$ cat config.mk
export PLATFORM = sky130hd
export DESIGN_NAME = coord_intersect
export DESIGN_NICKNAME = d
export VERILOG_FILES = /design/src/rtl/coord_intersect.sv
export SDC_FILE = /design/constraint.sdc
export NUM_CORES = 1
export LEC_CHECK = 0
export ABC_AREA = 1
export BUFFER_PORTS_ARGS = -buffer_cell sky130_fd_sc_hd__buf_4
export CORE_UTILIZATION = 30
export CTS_BUF_LIST = sky130_fd_sc_hd__clkbuf_16
export DETAILED_ROUTE_END_ITERATION = 8
export PLACE_DENSITY = 0.44
export REMOVE_ABC_BUFFERS = 1
export SKIP_CTS_REPAIR_TIMING = 1
export SLEW_MARGIN = 20
export SYNTH_ARGS = -nofsm -noshare
export SYNTH_HDL_FRONTEND = slang
export SYNTH_SLANG_ARGS = --single-unit
$ cat constraint.sdc
create_clock -name clk -period 21.4 [get_ports clk]
set_clock_uncertainty 0.05 [all_clocks]
set_input_delay 4.28 -clock clk [delete_from_list [all_inputs] [get_ports clk]]
set_output_delay 4.28 -clock clk [all_outputs]
set_load 0.1 [all_outputs]
$ cat src/rtl/coord_intersect.sv
// Coordinate intersection of two ascending sparse fiber streams.
// Emits matched (coord, a, b) pairs and keeps a running dot product and match count.
module coord_intersect #(
    parameter int unsigned CW   = 16,
    parameter int unsigned DW   = 16,
    parameter int unsigned ACCW = 40,
    parameter int unsigned CNTW = 5
) (
    input  logic            clk,
    input  logic            rst,
    input  logic            start,
    input  logic            a_valid,
    output logic            a_ready,
    input  logic [CW-1:0]   a_coord,
    input  logic [DW-1:0]   a_value,
    input  logic            a_last,
    input  logic            b_valid,
    output logic            b_ready,
    input  logic [CW-1:0]   b_coord,
    input  logic [DW-1:0]   b_value,
    input  logic            b_last,
    output logic            out_valid,
    input  logic            out_ready,
    output logic [CW-1:0]   out_coord,
    output logic [DW-1:0]   out_a_value,
    output logic [DW-1:0]   out_b_value,
    output logic [ACCW-1:0] dot_sum,
    output logic [CNTW-1:0] match_count,
    output logic            done
);

    localparam int unsigned PW = 2 * DW;

    typedef enum logic [2:0] {
        S_IDLE    = 3'd0,
        S_RUN     = 3'd1,
        S_DRAIN_A = 3'd2,
        S_DRAIN_B = 3'd3,
        S_FLUSH   = 3'd4,
        S_DONE    = 3'd5
    } state_t;

    state_t state;
    state_t state_next;

    logic          slot_free;
    logic          a_pop;
    logic          b_pop;
    logic          match;
    logic          accept_start;
    logic [PW-1:0] product;

    // A pair may be loaded when the slot is empty or being drained this cycle
    assign slot_free    = !out_valid || out_ready;
    assign a_pop        = a_valid && a_ready;
    assign b_pop        = b_valid && b_ready;
    assign match        = (state == S_RUN) && a_pop && b_pop;
    assign accept_start = start && ((state == S_IDLE) || (state == S_DONE));
    assign product      = PW'(a_value) * PW'(b_value);

    // State register
    always_ff @(posedge clk) begin
        if (rst) begin
            state <= S_IDLE;
        end else begin
            state <= state_next;
        end
    end

    // Next-state logic
    always_comb begin
        state_next = state;
        case (state)
            S_IDLE, S_DONE: begin
                if (start) begin
                    state_next = S_RUN;
                end
            end
            S_RUN: begin
                if (a_pop && a_last && b_pop && b_last) begin
                    state_next = S_FLUSH;
                end else if (a_pop && a_last) begin
                    state_next = S_DRAIN_B;
                end else if (b_pop && b_last) begin
                    state_next = S_DRAIN_A;
                end
            end
            S_DRAIN_A: begin
                if (a_pop && a_last) begin
                    state_next = S_FLUSH;
                end
            end
            S_DRAIN_B: begin
                if (b_pop && b_last) begin
                    state_next = S_FLUSH;
                end
            end
            S_FLUSH: begin
                if (slot_free) begin
                    state_next = S_DONE;
                end
            end
            default: state_next = S_IDLE;
        endcase
    end

    // Pop decisions: smaller head is discarded, equal heads pop together only if the slot is free
    always_comb begin
        a_ready = 1'b0;
        b_ready = 1'b0;
        case (state)
            S_RUN: begin
                if (a_valid && b_valid) begin
                    if (a_coord < b_coord) begin
                        a_ready = 1'b1;
                    end else if (a_coord > b_coord) begin
                        b_ready = 1'b1;
                    end else if (slot_free) begin
                        a_ready = 1'b1;
                        b_ready = 1'b1;
                    end
                end
            end
            S_DRAIN_A: a_ready = a_valid;
            S_DRAIN_B: b_ready = b_valid;
            default: begin
                a_ready = 1'b0;
                b_ready = 1'b0;
            end
        endcase
    end

    // Output slot, accumulator, match counter and done flag
    always_ff @(posedge clk) begin
        if (rst) begin
            out_valid   <= 1'b0;
            out_coord   <= '0;
            out_a_value <= '0;
            out_b_value <= '0;
            dot_sum     <= '0;
            match_count <= '0;
            done        <= 1'b0;
        end else begin
            if (match) begin
                out_valid   <= 1'b1;
                out_coord   <= a_coord;
                out_a_value <= a_value;
                out_b_value <= b_value;
            end else if (out_ready) begin
                out_valid   <= 1'b0;
            end

            if (accept_start) begin
                dot_sum     <= '0;
                match_count <= '0;
                done        <= 1'b0;
            end else if (match) begin
                dot_sum     <= dot_sum + ACCW'(product);
                match_count <= match_count + CNTW'(1);
            end

            if ((state == S_FLUSH) && slot_free) begin
                done <= 1'b1;
            end
        end
    end

endmodule
==> impl_metrics.yaml, run 1 <==
yosys:
  async_reset_ff_share_pct: 0
  synth-seq-cells: 98
  synth_cell_types: 43
  synth_top_area_share_pct: 31.27
  ys_warn_count: 0
  yosys.area.top_type: "fa_1"
  synth_common_cells: "538 x inv_1, 483 x nand2_1, 226 x fa_1"
  netlist_instances: 1942
  synth_edf_count: 0
  synthesis.area_um2: 14470
  seq_area_frac_synth_pct: 13.56
  synth.most_common_cell: "inv_1"
  ys.flop_type: "dfxtp_1"
  synthTopCellsByArea: "fa_1 31%, inv_1 14%, dfxtp_1 14%"
  syn_area_per_cell_um2: 7.449
critical_path:
  path_max_fanout: 5
  r2r_start: "dot_sum[13]"
  worstPathRequired_ns: 17.07
  worst-setup-path-type: "in -> out"
  worstSetupStartpoint: "b_coord[7]"
  worstPathArrival_ns: 5.83
  cp_cell_sequence: "buf_4 > inv_1 > ha_1 > nand2_1 > nor2_2 > nand4_1 > nor2_2 > nand2_1 > nand2_1 > nand2_2 > nand2_4 > buf_4"
  crit_path_frequent_cell: "nand2_1"
  crit_slowest_cell: "buf_4"
  max_stage_delay_ns: 0.30
  worstSetupEndpointType: "primary output"
  crit_family: "simple AND/OR/NAND/NOR gates"
  timing.critical_path.buf_inv: 3
  crit_path_start_kind: "primary input"
final_layout:
  nNetsFinal: 2457
  antennaDiodeCount: 0
  area_growth_pct: 13.31
  drive_above_1_share_pct: 10.90
  final_util_pct: 34.40
  final_cells: 2652
cts:
  cts_buffers: 9
  clock_path_buffers: 2
  htree_levels: 3
  clock-sinks: 98
  clk_latency_ns: 0.39
  path_clk_slew_ns: 0.07
  cts_tree: "done"
  root_buffer: "clkbuf_16"
routing:
  drc: 0
  vias: 11764
  vias_per_cell: 4.436
  drtIter0Drc: 508
  wire_per_inst_um: 15.71
  detail-route-antenna-nets: 0
  drtPass1Iterations: 5
  drt-total-wl_mm: 41.67
sta:
  setup_violations: 0
  hold_viol: 0
  rsz0062_at_grt: "no"
  slew-limit-headroom_pct: 42.72
  post-route-min-period_ns: 10.16
  period_share_pct: 47.47
  timing.hold.ws_ns: 0.4145
  tightest_slew_ns: 0.8592
  fin_tns_setup_ns: 0
  finalMaxSlewViolations: 0
  max_freq_ghz: 0.09845
floorplanning:
  die_h_um: 221.6
  fp.dieW_um: 221.6
  core_um2: 47650
  io-pin-count: 169
  start_util_pct: 30.36
  placementRows: 80
  die_area_um2: 49100
placement:
  gp_congestion: 0.8468
  io_buffers: 168
  dp.cells: 2636
  dp_hpwl_mm: 33.25
grt:
  grt_pass1_vias: 12663
  grt_pass1_wl_mm: 69.12
  grt_max_degree: 54
  antenna_found_initial: 0
  grt.overflow.total: 0
  grtUsageTotal_pct: 17.97
power:
  p_per_area_nw_per_um2: 140.7
  p_leak_nw: 9.022
  irDropWorstVdd_uv: 128.3
  p_total_mw: 2.306
hold_path:
  min-delay-path-class: "reg -> reg"
  min_from: "out_b_value[9]"
flow_run:
  maxCapViolCount: 0
status:
  status: "finished, final reports clean"
per-stage QoR:
step	area, um^2	worst slack, ns
global route	16390	11.06
detailed placement	16110	11.22
global placement	16110	11.23
floorplan	14070	11.63
CTS	16390	11.22
finish	16390	11.24
worst min-delay path, delay by kind of cell (launching register included):
kind / cells / cell delay (ns)
flip-flops: 1 / 0.31
AND/OR/NAND/NOR: 1 / 0.06
AO/OA/AOI/OAI: 1 / 0.05
worst paths after layout:
kind,endpoint,slack [ns],depth (start not counted)
min reg2reg,out_b_value[9],0.41,2
max,a_ready,11.24,12
min,out_b_value[9],0.41,2
max reg2reg,dot_sum[28],16.65,16
placed cells by master, fill, tap and decap left out, types with 2 or more instances in the layout:
| cell type | count |
|---|---|
| inv_1 | 538 |
| nand2_1 | 483 |
| o21bai_1 | 7 |
| xnor2_1 | 17 |
| nand3_2 | 2 |
| xor2_1 | 12 |
| dfxtp_1 | 98 |
| nand2_2 | 5 |
| nor4_2 | 3 |
| nand3_1 | 18 |
| a31oi_1 | 4 |
| nor2_1 | 65 |
| a21oi_2 | 4 |
| nor2_2 | 3 |
| a21o_1 | 5 |
| clkinvlp_4 | 4 |
| a21boi_0 | 3 |
| fa_1 | 226 |
| o21ai_0 | 46 |
| o21ai_1 | 14 |
| nand4_1 | 3 |
| clkbuf_16 | 9 |
| nand2_4 | 6 |
| a21oi_1 | 131 |
| o21ai_2 | 2 |
| nor3_1 | 6 |
| inv_2 | 5 |
| o221ai_1 | 3 |
| o21a_1 | 4 |
| ha_1 | 127 |
| buf_4 | 169 |
cell type report:
class | instances | area [um^2]
clock buffer | 9 | 225.2
timing repair buffer | 169 | 1269
inverter | 544 | 2043
fill | 5170 | 31250
clock inverter | 7 | 53.80
sequential | 98 | 1962
multi-input combinational | 1210 | 10070
tap | 615 | 769.5
where the power goes:
| part | switching (mW) | internal (mW) | leakage [nW] |
|---|---|---|---|
| clock network | 0.0893 | 0.0799 | 0.124 |
| registers | 0.00332 | 0.185 | 0.790 |
| logic | 1.22 | 0.730 | 8.11 |
| total | 1.31 | 0.996 | 9.02 |
cells by family (layout without fill, tap and decap cells):
group,after synthesis,count (layout),share of synthesized area (%)
flops,98,98,13.56
compound gates,227,227,8.623
buf+inv,634,729,16.88
fa+ha+maj,353,353,42.26
xor+xnor,29,29,1.756
simple gates,601,601,16.92
state kept, by name, summed over array words and instances, names as in the netlist:
name	flops
state	3
out_a_value	16
done	1
out_coord	16
dot_sum	40
out_b_value	16
match_count	5
out_valid	1
per-layer routing:
layer | vias to the layer above | routed length, um | global-route usage (%)
met5 | - | 0 | 0
met4 | 0 | 512 | 4.189
met3 | 29 | 1601 | 2.902
met2 | 182 | 20670 | 31.63
met1 | 5737 | 18880 | 22.89
li1 | 5816 | - | -
(Power assumes the default switching activity.)
==> run 2, diff against run 1 <==
- PLACE_DENSITY: 0.44 -> 0.45
- clock period: 21.4 -> 9.3 ns (I/O delays scaled with it)
==> impl_metrics.yaml, run 2 (same netlist as run 1, synthesis figures left out) <==
floorplanning:
  die_h_um: 221.6
  start_util_pct: 30.36
  core_um2: 47650
  die_area_um2: 49100
  io-pin-count: 169
  placementRows: 80
  fp.dieW_um: 221.6
cts:
  clock-sinks: 98
  path_clk_slew_ns: 0.08
  cts_buffers: 9
  clk_latency_ns: 0.39
  root_buffer: "clkbuf_16"
  htree_levels: 3
  clock_path_buffers: 2
  cts_tree: "done"
power:
  internal_power_mw: 2.372
  p_per_area_nw_per_um2: 334.4
  p_leak_nw: 9.056
  sw_frac_of_total_pct: 56.82
  power_switching_mw: 3.122
  clock_power_share_pct: 8.1
  p_seq_share_pct: 7.9
  comb_power_share_pct: 84.0
  irDropWorstVdd_uv: 271.0
critical_path:
  crit_path_start_kind: "primary input"
  ff2ff_path_depth: 17
  path_max_fanout: 17
  worstSetupEndpointType: "flop"
  worstPathArrival_ns: 7.37
  worst-setup-path-type: "in -> reg"
  worstPathRequired_ns: 9.58
grt:
  gr-usage-met2_pct: 31.93
  grt.overflow.total: 0
  grtUsageMet1_pct: 23.56
  grt_pass1_wl_mm: 69.92
  grt_max_degree: 54
  grt_pass1_vias: 12497
  gr-usage-met3_pct: 3.658
  grtUsageTotal_pct: 18.31
  busiest_layer: "met2"
  antenna_found_initial: 0
sta:
  hold_viol: 0
  finalMaxSlewViolations: 0
  rsz0062_at_grt: "no"
  setup_violations: 0
  tightest_slew_ns: 0.9432
  period_share_pct: 76.26
  post-route-min-period_ns: 7.092
  max_freq_ghz: 0.1410
  slew-limit-headroom_pct: 37.12
  worst_slack_ns: 2.208
  fin_tns_setup_ns: 0
status:
  status: "finished with violations"
  violations: "design-rule violations"
routing:
  vias: 11783
  vias_per_cell: 4.445
  drtIter0Drc: 434
  wire_per_inst_um: 16.25
  drc: 2
  detail-route-antenna-nets: 0
  drtPass1Iterations: 7
  drt-total-wl_mm: 43.08
final_layout:
  largest_register_ffs: 40
  area_growth_pct: 13.56
  final_cell_area_um2: 16430
  drive_above_1_share_pct: 10.85
  mostFrequentLayoutCells: "539 x inv_1, 483 x nand2_1, 226 x fa_1"
  nNetsFinal: 2457
  top_register: "dot_sum"
  final_cells: 2651
  antennaDiodeCount: 0
  layout_commonest_cell: "inv_1"
hold_path:
  worstHoldPathCells: 2
  min-delay-path-class: "reg -> reg"
placement:
  placed_area_um2: 16110
  io_buffers: 168
  dp_hpwl_mm: 34.33
  dp.cells: 2636
  preCtsSetupSlack_ns: 1.777
  gp_congestion: 0.8765
flow_run:
  maxCapViolCount: 0
-- run 2: cell count changes in the layout (fill, tap and decap cells not counted) --
cell        before  now
bufinv_16        0    2
clkinv_1         1    0
clkinv_4         0    1
inv_1          538  539
inv_8            1    0
clkinvlp_4       4    0
inv_6            1    2
-- run 2: through the flow --
step / utilization (%) / power, mW / hold slack (ns)
after floorplan: - / 3.844 / 0.4363
after global placement: 33.82 / 5.110 / 0.4024
after detailed placement: 33.82 / 5.088 / 0.4048
after CTS: 34.48 / 5.608 / 0.4179
after global routing: 34.48 / 6.200 / 0.4337
final: 34.48 / 5.494 / 0.4159
-- run 2: power by group through the flow --
| stage | Clock, mW | Combinational [mW] | Sequential, mW |
|---|---|---|---|
| floorplan | 0 | 3.38 | 0.463 |
| global placement | 0 | 4.67 | 0.444 |
| detailed placement | 0 | 4.64 | 0.444 |
| CTS | 0.471 | 4.70 | 0.434 |
| global route | 0.478 | 5.29 | 0.435 |
| finish | 0.445 | 4.61 | 0.434 |
-- run 2: worst max-delay path, stage by stage --
cell and delay (ns):
buf_4 0.25, nand2_1 0.14, fa_1 0.55, inv_1 0.05
fa_1 0.54, inv_1 0.05, fa_1 0.50, inv_1 0.05
fa_1 0.53, fa_1 0.51, inv_1 0.05, fa_1 0.47
inv_1 0.04, ha_1 0.33, nand2_1 0.15, inv_1 0.05
a21oi_1 0.24, nand2_1 0.14, nand2_1 0.08, nand2_1 0.12
nand3b_1 0.20, nand2_1 0.13, nand2_1 0.11, o21ai_1 0.06
a21oi_1 0.13
-- run 2: worst paths after layout --
kind                        from             end  slack, ns
setup reg to reg      dot_sum[8]     dot_sum[33]       4.47
hold / removal    out_b_value[2]  out_b_value[2]       0.42
setup / recovery      b_value[1]     dot_sum[37]       2.21
hold reg to reg   out_b_value[2]  out_b_value[2]       0.42
-- run 2: cell type report --
type | instances | area, um^2
repair buffers | 169 | 1269
inverters | 544 | 2043
clock buffers | 9 | 225.2
clock inverters | 6 | 90.09
fillers | 5189 | 31220
multi-input cells | 1210 | 10070
well taps | 615 | 769.5
flip-flops and latches | 98 | 1962
-- run 2: metal layers --
layer | share of wire [%] | wire length (um)
met1 | 46 | 19910
met2 | 49 | 20910
met3 | 4.1 | 1767
met4 | 1.1 | 489
met5 | 0 | 0
==> run 3, diff against run 2 <==
- ABC_AREA: 1 -> 0
- PLACE_DENSITY: 0.45 -> 0.44
- clock period: 9.3 -> 7.29 ns (I/O delays scaled with it)
==> impl_metrics.yaml, run 3 <==
status:
  status: "finished, final reports clean"
cts:
  path_clk_slew_ns: 0.07
  root_buffer: "clkbuf_16"
  clk_latency_ns: 0.38
  clock_path_buffers: 2
  htree_levels: 3
  cts_tree: "done"
  cts_buffers: 9
  clock-sinks: 98
power:
  p_leak_nw: 8.146
  power_switching_mw: 3.391
  clock_power_share_pct: 8.8
  sw_frac_of_total_pct: 48.56
  p_per_area_nw_per_um2: 426.7
  p_seq_share_pct: 7.7
  comb_power_share_pct: 83.5
  internal_power_mw: 3.591
  irDropWorstVdd_uv: 464.2
floorplanning:
  core_um2: 45380
  start_util_pct: 30.43
  die_h_um: 216.6
  fp.dieW_um: 216.6
  io-pin-count: 169
  placementRows: 78
  die_area_um2: 46900
critical_path:
  worstPathRequired_ns: 7.51
  worst-setup-path-type: "in -> reg"
  max_stage_delay_ns: 0.53
  timing.critical_path.buf_inv: 6
  crit_path_frequent_cell: "fa_1"
  path_max_fanout: 13
  crit_path_start_kind: "primary input"
  worstSetupEndpointType: "flop"
  r2r_start: "dot_sum[15]"
  worstSetupStartpoint: "a_value[13]"
  worstPathArrival_ns: 7.24
  cp_cell_sequence: "buf_4 > nand2_1 > fa_1 > inv_1 > fa_1 > inv_1 > fa_1 > inv_1 > fa_1 > fa_1 > inv_1 > fa_1 > inv_1 > ha_2 > nand3_1 > a211o_1 > o211ai_1 > and3_2 > nor3_2 > o21ai_2 > a31oi_1 > or4_1 > o311ai_1"
  crit_slowest_cell: "fa_1"
  crit_family: "adder cells"
sta:
  max_freq_ghz: 0.1425
  setup_violations: 0
  hold_viol: 0
  rsz0062_at_grt: "no"
  finalMaxSlewViolations: 0
  slew-limit-headroom_pct: 31.44
  tightest_slew_ns: 1.025
  fin_tns_setup_ns: 0
  period_share_pct: 96.23
  post-route-min-period_ns: 7.015
placement:
  gp_congestion: 0.8250
  dp_hpwl_mm: 33.83
  io_buffers: 168
  placed_area_um2: 15990
final_layout:
  layout_commonest_cell: "inv_1"
  final_cell_area_um2: 16360
  nNetsFinal: 2262
  top_register: "dot_sum"
  final_util_pct: 36.06
  largest_register_ffs: 40
  mostFrequentLayoutCells: "362 x inv_1, 306 x nand2_1, 226 x fa_1, 226 x buf_4, 126 x ha_1"
  drive_above_1_share_pct: 14.50
  area_growth_pct: 18.49
  antennaDiodeCount: 0
routing:
  vias_per_cell: 4.555
  drtPass1Iterations: 7
  drt-total-wl_mm: 41.11
  vias: 11119
  wire_per_inst_um: 16.84
  drtIter0Drc: 507
  detail-route-antenna-nets: 0
  drc: 0
yosys:
  synth_edf_count: 0
  yosys.area.top_type: "fa_1"
  ys_warn_count: 0
  synth_top_area_share_pct: 32.76
  syn_area_per_cell_um2: 8.265
  synth_common_cells: "362 x inv_1, 306 x nand2_1, 226 x fa_1"
  synth-seq-cells: 98
  netlist_instances: 1671
  synthesis.area_um2: 13810
  synth_cell_types: 60
  seq_area_frac_synth_pct: 14.21
  ys.flop_type: "dfxtp_1"
  synth.most_common_cell: "inv_1"
  synthTopCellsByArea: "fa_1 33%, dfxtp_1 14%, ha_1 12%"
  async_reset_ff_share_pct: 0
grt:
  grt_pass1_vias: 11783
  grt_max_degree: 87
  grt_pass1_wl_mm: 66.78
  antenna_found_initial: 0
  grtUsageTotal_pct: 18.38
  grt.overflow.total: 0
hold_path:
  min_from: "out_coord[3]"
  min-delay-path-class: "reg -> reg"
flow_run:
  maxCapViolCount: 0
-- run 3: cell count changes after synthesis, sizes merged, moves of 17 or more --
cell	previous run	this run
a21oi	136	116
and2	0	119
clkbuf	73	56
inv	543	362
nand2	494	306
nor2	69	44
o21ai	62	27
-- run 3: area by class of cell --
cell class / instances / area, um^2
fill: 4835 / 29020
multi-input combinational: 1139 / 10220
sequential: 98 / 1962
timing repair buffer: 227 / 1708
inverter: 362 / 1359
tap: 600 / 750.7
clock buffer: 9 / 225.2
clock inverter: 6 / 137.6
-- run 3: logic make-up after synthesis --
kind of cell    synth area share [%]
buf+inv                        11.96
xor+xnor                       1.712
fa+ha+maj                      44.27
mux                           0.2174
compound gates                 8.987
simple gates                   18.65
flops                          14.21
-- run 3: per-stage QoR --
step	setup WS, ns	hold WS (ns)	power, mW	instances
3_3_place_gp	-0.2028	0.3900	6.456	2426
2_1_floorplan	0.5325	0.5028	4.482	1599
6_report	0.2747	0.4006	6.982	2441
4_1_cts	0.2100	0.4062	7.087	2441
5_1_grt	0.02614	0.4245	7.842	2441
3_5_place_dp	-0.1347	0.3954	6.397	2426
-- run 3: layer usage --
layer  share of wire, %  wire, um  global-route usage [%]
met5                  0         0                       0
met4               0.74       306                   2.394
met3                4.2      1711                   3.018
met2                 47     19130                   29.99
met1                 49     19960                   26.03
-- run 3: worst paths after layout --
path                            slack (ns)            to  cells past startpoint
worst min-delay path                  0.40  out_coord[3]                      2
worst max register to register        2.26   dot_sum[31]                     18
worst min register to register        0.40  out_coord[3]                      2
worst max-delay path                  0.27   dot_sum[31]                     23
-- run 3: tightest hold or removal path: stages, from the launching register on --
cell     delay, ns
dfxtp_1       0.31
nand2_1       0.05
a21oi_1       0.05
-- run 3: power by group through the flow --
stage | Combinational [mW] | Sequential (mW) | Clock, mW
finish | 5.83 | 0.537 | 0.614
global route | 6.65 | 0.538 | 0.656
CTS | 5.91 | 0.537 | 0.637
detailed placement | 5.85 | 0.550 | 0
global placement | 5.91 | 0.550 | 0
floorplan | 3.93 | 0.550 | 0
